$ cat config.mk
export PLATFORM = sky130hd
export DESIGN_NAME = mega_jsoc_sysid_wait_timer
export DESIGN_NICKNAME = d
export VERILOG_FILES = /design/src/rtl/mega_jsoc_sysid_checker_pkg.sv /design/src/rtl/mega_jsoc_sysid_wait_timer.sv
export SDC_FILE = /design/constraint.sdc
export NUM_CORES = 1
export LEC_CHECK = 0
export ABC_AREA = 1
export CORE_MARGIN = 10
export CORE_UTILIZATION = 40
export CTS_CLUSTER_SIZE = 28
export DETAILED_ROUTE_END_ITERATION = 10
export GPL_ROUTABILITY_DRIVEN = 0
export SYNTH_ARGS = -nofsm -noshare
export SYNTH_HDL_FRONTEND = slang
export SYNTH_SLANG_ARGS = --single-unit
$ cat constraint.sdc
create_clock -name clock -period 2.2 [get_ports clock]
set_input_delay 0.44 -clock clock [delete_from_list [all_inputs] [get_ports clock]]
set_output_delay 0.44 -clock clock [all_outputs]
set_load 0.005 [all_outputs]
$ cat src/rtl/mega_jsoc_sysid_checker_pkg.sv
// Shared FSM state type, word-address constants and default expected values
// for the sysid checker and its wait timer.
package mega_jsoc_sysid_checker_pkg;

    typedef enum logic [1:0] {
        IDLE   = 2'd0,
        RD_ID  = 2'd1,
        RD_TS  = 2'd2,
        FINISH = 2'd3
    } state_e;

    localparam logic ADDR_ID = 1'b0;
    localparam logic ADDR_TS = 1'b1;

    localparam logic [31:0] DEFAULT_EXPECTED_ID        = 32'd30;
    localparam logic [31:0] DEFAULT_EXPECTED_TIMESTAMP = 32'd1718298719;
    localparam int unsigned DEFAULT_TIMEOUT_CYCLES     = 255;

endpackage

$ cat src/rtl/mega_jsoc_sysid_wait_timer.sv
// Watchdog for a stalled Avalon read: counts consecutive waitrequest cycles and
// flags the cycle on which the count reaches TIMEOUT_CYCLES.
module mega_jsoc_sysid_wait_timer
    import mega_jsoc_sysid_checker_pkg::*;
#(
    parameter int unsigned TIMEOUT_CYCLES = DEFAULT_TIMEOUT_CYCLES
) (
    input  logic clock,
    input  logic reset_n,
    input  logic stalled,
    output logic expired
);

    localparam logic [15:0] TERMINAL_COUNT = 16'(TIMEOUT_CYCLES - 1);

    logic [15:0] count_q;
    logic [15:0] count_d;

    // Any non-stalled cycle (a completed read or no read at all) restarts the run.
    always_comb begin
        count_d = 16'd0;
        if (stalled) begin
            count_d = count_q + 16'd1;
        end
    end

    always_ff @(posedge clock or negedge reset_n) begin
        if (!reset_n) begin
            count_q <= 16'd0;
        end else begin
            count_q <= count_d;
        end
    end

    assign expired = stalled && (count_q == TERMINAL_COUNT);

endmodule

==> results by group, run 1 <==
Setup path
  – CP Capture Type: output port
  – Critical-path maximum fanout: 3
  – WS Path Type: flop to output port
  – Worst EP arrival: 1.34 ns
  – Critical path launch point type: flop
  – Worst EP required: 1.76 ns

Drt
  – Routed wire length: 1.90 mm
  – TritonRoute pass-1 iters: 4
  – ANT nets after route: 0
  – Drt drc: 0
  – Via count: 793
  – Avg Vias per Cell: 4.81
  – 1st-iter DRT viols: 42
  – Post-DR wirelength/cell: between 10 and 15 um

Clock tree
  – CTS tree: built
  – H-tree depth: 1
  – # hold bufs at CTS: 0
  – Root buffer cell: clkbuf_4
  – Longest Clk Path Bufs: 2
  – Clk Latency, worst-skew pair: 0.29 ns
  – Clk sink count: 16
  – CTS Buf Count: 3
  – Clock-pin transition on the worst setup and hold timing paths: 0.10 ns

Timing
  – Setup slack after layout: between 0.4 and 0.5 ns
  – Worst-margin pin slew: slightly above 0.4 ns
  – Rel. slew slack: 73.1%
  – Final Hold Fails: 0
  – Max Slew Vio Count: 0
  – Final Cycle Share: between 80% and 90%
  – RSZ-0062 raised after global routing: false
  – Skew final: 0.00508 ns
  – Final Critical Period: 1.78 ns
  – Setup violators final: 0
  – Peak Freq: about 560 MHz
  – Post-route setup TNS: 0 ns

Logic synthesis
  – Simple-Gate Fraction of Synth Area: 38.4%
  – Compound-Gate Fraction of Synth Area: 6.47%
  – Mapped Cells: 127
  – Syn Area/Cell: about 7.3 sq um
  – Mux cell area share after synthesis: 0%
  – XOR/XNOR share of the synthesized area: 1.89%
  – Synthesized flop and latch total: 16
  – Cell Area, Synth: 928 sq um
  – Synth Area in Adders: 2.70%
  – Post-synthesis sequential area ratio: ~43%
  – Synth Warn #: 0
  – Synth area leader: dfrtp_1
  – Library cells used by synthesis: 21
  – Largest family of logic cells by synthesized area: simple AND/OR/NAND/NOR gates
  – Synthesized net count: 132
  – Largest cells by area after synthesis: dfrtp_1 43%, nand2_1 13%, nor2_1 12%, inv_1 5.7%, a21oi_1 2.7%
  – Yosys top cell area share: 43.1%

Floorplan
  – Rows: 17
  – Chip Height: 68.2 um
  – Die W: 68.2 um
  – DIE AREA: 0.00465 sq mm
  – Core area: 0.00221 sq mm
  – I/O pins: 4
  – Starting Density: 42.0%

Power and ir drop
  – Switching part of the total: ~23%
  – Switching pwr: between 0.0001 and 0.00015 W
  – Combinational share of power: 5.5%
  – PwrDens: 503 mW/mm^2
  – Clock power frac: 37.4%
  – P_int: 0.000410 W
  – Reg power frac: a little under three fifths
  – Worst vdd ir: 0.000269 V
  – Pleak: 0.554 nW

Layout
  – Largest Register: count_q
  – Post-layout util: roughly 48%
  – Antenna diodes: 0
  – Layout cells sized above 1: between 10% and 20%
  – Area Growth Syn to Fin: 13.9%
  – Filler cell count: 235
  – # nets final: 143
  – Largest register FFs: 16
  – Regs by FF count: count_q (16)
  – Commonest non-fill, non-tap cell in the layout: nand2_1
  – Commonest cells after routing, fill and taps aside: 33 x nand2_1, 29 x nor2_1, 16 x dfrtp_1

Place
  – Detailed placer's ending HPWL: roughly 1.5 mm
  – IO buf count: 3
  – Pre-CTS WS: 0.0251 ns

Status
  – Status: complete, no violations

Flow run
  – Total of max-cap violations: 0

Global routing
  – Total Routing Usage GR: 9.63%
  – Maximum number of pins on one net before global-route repair: 12
  – Vias in the first global route: 741
  – Global-route wire length before repair: 3.31 mm
  – GRT overflow: 0
  – Initial antenna violation count: 0

Worst hold path
  – Worst min path class: primary input to asynchronous set/reset pin
## layout make-up
class	count	area [sq um]	share of cell area, %
Inverter	17	63.8	6.04
Timing Repair Buffer	7	62.6	5.92
Multi-Input combinational cell	93	459	43.4
Tap cell	28	35.0	3.31
Sequential cell	16	400	37.9
Clock buffer	4	36.3	3.43
## power by group through the flow
stage / registers, W / logic (W) / clock network [W]
2_1_floorplan: 0.000308 / 0.0000146 / 0
3_3_place_gp: 0.000309 / 0.0000298 / 0
3_5_place_dp: 0.000309 / 0.0000303 / 0
4_1_cts: 0.000303 / 0.0000304 / 0.000210
5_1_grt: 0.000304 / 0.0000345 / 0.000224
6_report: 0.000303 / 0.0000293 / 0.000199
## cell families after synthesis
group	after synthesis
flip-flops	16
XOR/XNOR	2
AND/OR/NAND/NOR	80
AO/OA/AOI/OAI	9
buffers and inverters	18
adder cells (fa/ha/maj)	2
## synthesized netlist by cell type (all sizes together)
| cell type | count |
|---|---|
| o21ai | 1 |
| nand4 | 1 |
| a21oi | 5 |
| xnor2 | 1 |
| nand3 | 5 |
| nor2 | 33 |
| nor3 | 5 |
| buf | 1 |
| o21bai | 3 |
| nand2 | 36 |
| dfrtp | 16 |
| inv | 17 |
| ha | 2 |
| xor2 | 1 |
## worst paths after layout
check	from	end	slack (ns)	depth (start not counted)
min	reset_n	count_q[11]	0.43	1
max reg2reg	count_q[0]	count_q[10]	0.88	8
max	count_q[7]	expired	0.42	5
min in group clock	count_q[0]	count_q[0]	0.50	1
min reg2reg	count_q[0]	count_q[0]	0.50	1
max in group asynchronous	reset_n	count_q[6]	1.30	2
## what timing repair did
item	CTS	global route
endpoints found under the hold margin	0	0
setup buffers	1	1
pin swaps	0	1
gates resized for setup	0	1
setup endpoints to repair	1	1
gates cloned	0	0
## layer usage
layer / vias to the layer above / share of wire [%] / GRT usage, % / wire length [um]
li1: 408 / - / - / -
met3: 5 / 3.3 / 3.59 / 62
met4: 0 / 2.2 / 5.28 / 42
met2: 7 / 47 / 15.6 / 896
met1: 373 / 47 / 10.8 / 900
met5: - / 0 / 0 / 0
## stage by stage
stage,std cells,hold slack [ns],cell area [sq um],total power (W)
final,165,0.427,1060,0.000531
after global placement,159,0.479,1000,0.000338
after detailed placement,159,0.491,1000,0.000339
after floorplan,127,0.144,928,0.000323
after global routing,165,0.435,1060,0.000563
after CTS,164,0.433,1050,0.000544
## worst max-delay path: stages (launching register included)
cell            delay, ns
dfrtp_1              0.40
nand2_1              0.12
nor2_4               0.17
nand4_1              0.09
nor3_1               0.12
dlymetal6s2s_1       0.15
Power figures use the tool's default switching activity.
==> run 2: changes to the inputs <==
Clock period 2.2 ns to 1.8 ns, I/O delays scaled along.
==> run 2 against run 1 <==
Against the previous run: sequential power up 22%; flip-flop and latch count stayed put; first-iteration DRC count grew 9.5%; critical path type unchanged; largest cell class unchanged.
==> results by group, run 2 (same netlist as run 1, synthesis figures left out) <==
Setup path
  – WS Path Type: flop to output port
  – Critical path launch point type: flop
  – Critical-path maximum fanout: 2 (-1)
  – Worst EP required: 1.44 ns (-0.32 ns)
  – CP Capture Type: output port
  – Worst EP arrival: 1.27 ns (-0.07 ns)
  – R2R setup slack: 0.41 ns (-0.47 ns)
  – Reg2Reg Depth: 9 (+1)

Floorplan
  – Core area: 0.00221 sq mm (unchanged)
  – Chip Height: 68.2 um (unchanged)
  – I/O pins: 4 (unchanged)
  – DIE AREA: 0.00465 sq mm (unchanged)
  – Rows: 17 (unchanged)
  – Starting Density: 42.0% (unchanged)
  – Die W: 68.2 um (unchanged)

Timing
  – Skew final: 0.00157 ns (-0.00351 ns)
  – Final Hold Fails: 0 (unchanged)
  – Final Cycle Share: 90.7%
  – RSZ-0062 raised after global routing: false
  – Final Critical Period: 1.63 ns
  – Setup violators final: 0 (unchanged)
  – Max Slew Vio Count: 0 (unchanged)
  – Peak Freq: 612 MHz
  – Rel. slew slack: 71.7% (-1.4 points)
  – WHS: 0.360 ns (-0.0671 ns)
  – Worst-margin pin slew: 0.424 ns (+0.0213 ns)

Place
  – Area after DPL: 0.00106 sq mm (+5.2%)
  – Detailed placer's ending HPWL: 1.51 mm (about the same)
  – IO buf count: 3 (unchanged)
  – DP Cell Count: 166 (+4.4%)

Drt
  – ANT nets after route: 0 (unchanged)
  – Drt drc: 0 (unchanged)
  – Post-DR wirelength/cell: 11.4 um (-1.1%)
  – Routed wire length: 1.94 mm (+1.9%)
  – Via count: 803 (+1.3%)
  – Avg Vias per Cell: 4.72 (-1.7%)
  – TritonRoute pass-1 iters: 4 (unchanged)
  – 1st-iter DRT viols: 46 (+9.5%)

Global routing
  – GRT overflow: 0 (unchanged)
  – Global-route wire length before repair: 3.43 mm (+3.5%)
  – Vias in the first global route: 758 (+2.3%)
  – Maximum number of pins on one net before global-route repair: 12 (unchanged)
  – Initial antenna violation count: 0 (unchanged)
  – Total Routing Usage GR: 9.90% (+0.26 points)

Layout
  – Layout cells sized above 1: 19.0% (+4.4 points)
  – Post-layout util: 49.3% (+1.5 points)
  – Commonest non-fill, non-tap cell in the layout: nand2_1
  – Largest Register: count_q
  – Antenna diodes: 0 (unchanged)
  – Filler cell count: 227 (-3.4%)
  – Commonest cells after routing, fill and taps aside: 32 x nand2_1, 29 x nor2_1, 16 x dfrtp_1
  – Non-filler cells in the finished layout: 170 (+3.0%)
  – # nets final: 148 (+3.5%)
  – Largest register FFs: 16 (unchanged)
  – Area Growth Syn to Fin: 17.4%
  – Regs by FF count: count_q (16)
  – Fin area: 0.00109 sq mm (+3.1%)

Power and ir drop
  – Clock power frac: 37.0% (-0.4 points)
  – PwrDens: 598 mW/mm^2 (+19%)
  – Switching pwr: 0.000148 W (+22%)
  – P_int: 0.000504 W (+23%)
  – Combinational share of power: 6.3% (+0.8 points)
  – Reg power frac: 56.7% (-0.3 points)
  – Worst vdd ir: 0.000355 V (+32%)
  – Pleak: 0.564 nW (+1.9%)
  – Switching part of the total: 22.7% (-0.10 points)

Clock tree
  – Clk Latency, worst-skew pair: 0.29 ns (about the same)
  – Post-CTS Setup Bufs: 0 (-1)
  – CTS Buf Count: 3 (unchanged)
  – CTS tree: built
  – H-tree depth: 1 (unchanged)
  – # hold bufs at CTS: 0 (unchanged)
  – Longest Clk Path Bufs: 2 (unchanged)
  – Clock-pin transition on the worst setup and hold timing paths: 0.09 ns (about the same)
  – Root buffer cell: clkbuf_4
  – Clk sink count: 16 (unchanged)

Worst hold path
  – Worst min path class: primary input to asynchronous set/reset pin

Flow run
  – Total of max-cap violations: 0 (unchanged)

Status
  – Status: complete, no violations
==> run 2: cell count changes in the layout (fill, tap and decap cells not counted), sizes merged <==
cell / before / now
dlymetal6s2s: 1 / 0
clkbuf: 4 / 5
buf: 4 / 9
==> run 2: cell type report <==
cell class / count / area, sq um / share of cell area (%)
multi-input cells: 93 / 462 / 42.4
inverters: 17 / 63.8 / 5.86
clock buffers: 4 / 36.3 / 3.33
flip-flops and latches: 16 / 400 / 36.7
repair buffers: 12 / 92.6 / 8.50
well taps: 28 / 35.0 / 3.21
==> run 2: timing repair <==
action / in CTS / in global routing
gates cloned: 0 / 0
setup endpoints to repair: 1 / 1
resized for setup: 1 / 3
==> run 2: path summary, 6_finish.rpt <==
kind | startpoint | to
setup / recovery | count_q[0] | expired
hold / removal | reset_n | count_q[10]
setup reg to reg | count_q[0] | count_q[14]
hold reg to reg | count_q[0] | count_q[0]
max in group asynchronous | reset_n | count_q[5]
min in group clock | count_q[0] | count_q[0]
==> run 2: per-stage QoR <==
step                      setup WS, ns  total power, W  setup TNS (ns)
final                            0.167        0.000652               0
after global routing            0.0523        0.000684               0
after CTS                       0.0213        0.000664               0
after detailed placement        -0.204        0.000419          -0.204
after global placement          -0.187        0.000416          -0.187
after floorplan                  0.568        0.000394               0
==> run 2: worst max-delay path: stages (launching register included) <==
cell,delay (ns)
dfrtp_1,0.38
inv_1,0.08
ha_1,0.17
nand4_1,0.09
nor3_1,0.13
clkbuf_2,0.14
==> run 2: power groups by stage <==
stage | combinational [W] | clock (W) | sequential (W)
CTS | 0.0000421 | 0.000252 | 0.000370
floorplan | 0.0000178 | 0 | 0.000376
global route | 0.0000467 | 0.000266 | 0.000371
detailed placement | 0.0000418 | 0 | 0.000377
global placement | 0.0000398 | 0 | 0.000376
finish | 0.0000410 | 0.000241 | 0.000370
==> run 2: layer usage <==
layer | vias up | track usage (%) | wire, um
met2 | 5 | 15.5 | 917
met1 | 367 | 11.3 | 911
met4 | 0 | 5.03 | 42
li1 | 426 | - | -
met5 | - | 0 | 0
met3 | 5 | 4.24 | 66
==> run 3: changes to the inputs <==
Settings changed: GPL_TIMING_DRIVEN set to 0.
==> run 3 against run 2 <==
Against the previous run: core utilization down 1.0 points; largest power group unchanged; hold slack better by 0.14 ns; first-iteration DRC count down 2.2%; sequential power about the same; critical path depth unchanged; critical endpoint unchanged; critical path type unchanged; setup slack worse by 0.018 ns; sequential share of layout area up 0.89 points.
==> results by group, run 3 (same netlist as run 1, synthesis figures left out) <==
Layout
  – Commonest non-fill, non-tap cell in the layout: nand2_1
  – Regs by FF count: count_q (16)
  – Largest register FFs: 16 (unchanged)
  – Post-layout util: 48.2% (-1.0 points)
  – Largest Register: count_q
  – # nets final: 147 (-0.68%)
  – Filler cell count: 227 (unchanged)
  – Area Growth Syn to Fin: 15.0%
  – Commonest cells after routing, fill and taps aside: 32 x nand2_1, 29 x nor2_1, 15 x dfrtp_1
  – Layout cells sized above 1: 18.6% (-0.44 points)
  – Antenna diodes: 0 (unchanged)

Power and ir drop
  – PwrDens: 558 mW/mm^2 (-6.7%)
  – Switching part of the total: 23.5% (+0.81 points)
  – Switching pwr: 0.000140 W (-5.4%)
  – Combinational share of power: 6.2% (about the same)
  – Pleak: 0.550 nW (-2.6%)
  – Reg power frac: 62.2% (+5.5 points)
  – Worst vdd ir: 0.000395 V (+11%)
  – Clock power frac: 31.6% (-5.4 points)
  – P_int: 0.000456 W (-9.6%)

Drt
  – Avg Vias per Cell: 4.77 (+1.1%)
  – Drt drc: 0 (unchanged)
  – Routed wire length: 1.97 mm (+1.8%)
  – TritonRoute pass-1 iters: 6 (+2)
  – 1st-iter DRT viols: 45 (-2.2%)
  – Via count: 802 (-0.12%)
  – Post-DR wirelength/cell: 11.7 um (+3.0%)
  – ANT nets after route: 0 (unchanged)

Timing
  – Skew final: 0.00289 ns (+0.00132 ns)
  – Final Hold Fails: 0 (unchanged)
  – Peak Freq: 605 MHz (-1.1%)
  – Setup violators final: 0 (unchanged)
  – Rel. slew slack: 49.5% (-22 points)
  – Max Slew Vio Count: 0 (unchanged)
  – Setup slack after layout: 0.148 ns (-0.0185 ns)
  – Final Critical Period: 1.65 ns (+0.0185 ns)
  – RSZ-0062 raised after global routing: false
  – Worst-margin pin slew: 0.756 ns (+0.332 ns)
  – Final Cycle Share: 91.8% (+1.0 points)

Clock tree
  – Clock-pin transition on the worst setup and hold timing paths: 0.09 ns (about the same)
  – CTS tree: built
  – Clk sink count: 16 (unchanged)
  – Clk Latency, worst-skew pair: 0.29 ns (about the same)
  – Longest Clk Path Bufs: 2 (unchanged)
  – H-tree depth: 1 (unchanged)
  – Root buffer cell: clkbuf_4
  – CTS Buf Count: 3 (unchanged)

Setup path
  – Capture point of the worst path: expired
  – WS Path Type: flop to output port
  – R2R setup slack: 0.36 ns (-0.05 ns)
  – Reg2Reg Depth: 9 (unchanged)
  – Worst EP required: 1.44 ns (about the same)
  – Setup crit start: count_q[0]
  – CP Capture Type: output port
  – Reg-to-Reg End: count_q[14]
  – Critical path launch point type: flop
  – Critical-path maximum fanout: 4 (+2)
  – Worst EP arrival: 1.29 ns (+0.02 ns)
  – Origin of the critical flop-to-flop path: count_q[0]

Worst hold path
  – Hold depth: 1
  – Worst min path class: flop to flop

Global routing
  – GRT overflow: 0 (unchanged)
  – Global-route wire length before repair: 3.36 mm (-2.0%)
  – GR Util met1: 10.7% (-0.58 points)
  – Total Routing Usage GR: 9.63% (-0.27 points)
  – Maximum number of pins on one net before global-route repair: 17 (+5)
  – Vias in the first global route: 755 (-0.40%)
  – Global route hottest layer: met2
  – M2 GR Usage: 16.2% (+0.70 points)
  – Grt met3 use: 4.40% (+0.16 points)
  – Initial antenna violation count: 0 (unchanged)

Flow run
  – Total of max-cap violations: 0 (unchanged)

Status
  – Status: complete, no violations

Floorplan
  – I/O pins: 4 (unchanged)
  – Core area: 0.00221 sq mm (unchanged)
  – Rows: 17 (unchanged)
  – Chip Height: 68.2 um (unchanged)
  – Starting Density: 42.0% (unchanged)
  – Die W: 68.2 um (unchanged)
  – DIE AREA: 0.00465 sq mm (unchanged)

Place
  – Detailed placer's ending HPWL: 1.45 mm (-4.2%)
  – IO buf count: 3 (unchanged)
  – Pre-CTS WS: -0.242 ns (-0.0380 ns)
run 3: changes by cell type in the layout (fill, tap and decap cells not counted), sizes merged:
cell / change
buf: -1
clkbuf: -1
run 3: power by group through the flow:
| stage | Sequential [W] | Clock (W) | Combinational (W) |
|---|---|---|---|
| after detailed placement | 0.000378 | 0 | 0.0000354 |
| final | 0.000370 | 0.000188 | 0.0000371 |
| after floorplan | 0.000376 | 0 | 0.0000178 |
| after global routing | 0.000372 | 0.000216 | 0.0000419 |
| after global placement | 0.000377 | 0 | 0.0000345 |
| after CTS | 0.000370 | 0.000197 | 0.0000356 |
run 3: area by class of cell:
| class | count | area (sq um) | area share, % |
|---|---|---|---|
| buffer | 1 | 5.00 | 0.469 |
| clock buffer | 3 | 22.5 | 2.11 |
| inverter | 17 | 63.8 | 5.98 |
| multi-input combinational | 93 | 462 | 43.3 |
| sequential | 16 | 402 | 37.6 |
| tap | 28 | 35.0 | 3.28 |
| timing repair buffer | 10 | 77.6 | 7.27 |
run 3: worst min path at each step:
stage	from	end	slack, ns
global route	count_q[0]	count_q[0]	0.51
finish	count_q[0]	count_q[0]	0.50
CTS	count_q[0]	count_q[0]	0.50
detailed placement	count_q[0]	count_q[0]	0.49
floorplan	reset_n	count_q[0]	0.06
global placement	count_q[0]	count_q[0]	0.47
run 3: worst max-delay path, stage by stage, from the launching register on:
cell	delay, ns
dfrtp_1	0.42
inv_1	0.09
ha_1	0.15
nand4_1	0.08
nor3_1	0.13
clkbuf_2	0.14
run 3: through the flow:
step | setup TNS, ns | cells | hold slack, ns | instance area, sq um | total power [W]
after detailed placement | -0.242 | 158 | 0.488 | 993 | 0.000413
after global routing | 0 | 168 | 0.510 | 1070 | 0.000629
after floorplan | 0 | 127 | 0.0644 | 928 | 0.000394
after CTS | 0 | 164 | 0.501 | 1040 | 0.000603
after global placement | -0.223 | 158 | 0.473 | 993 | 0.000412
final | 0 | 168 | 0.496 | 1070 | 0.000596
run 3: repair_timing:
| item | in CTS | in global routing |
|---|---|---|
| pin swaps | 1 | 1 |
| buffers inserted | 3 | 4 |
| hold buffers | 0 | 0 |
| endpoints found under the setup margin | 1 | 1 |
| gates resized for setup | 1 | 4 |
run 3: metal layers:
metal / wire length [um] / vias up
met4: 14 / 0
li1: - / 416
met5: 0 / -
met1: 927 / 377
met2: 957 / 7
met3: 73 / 2
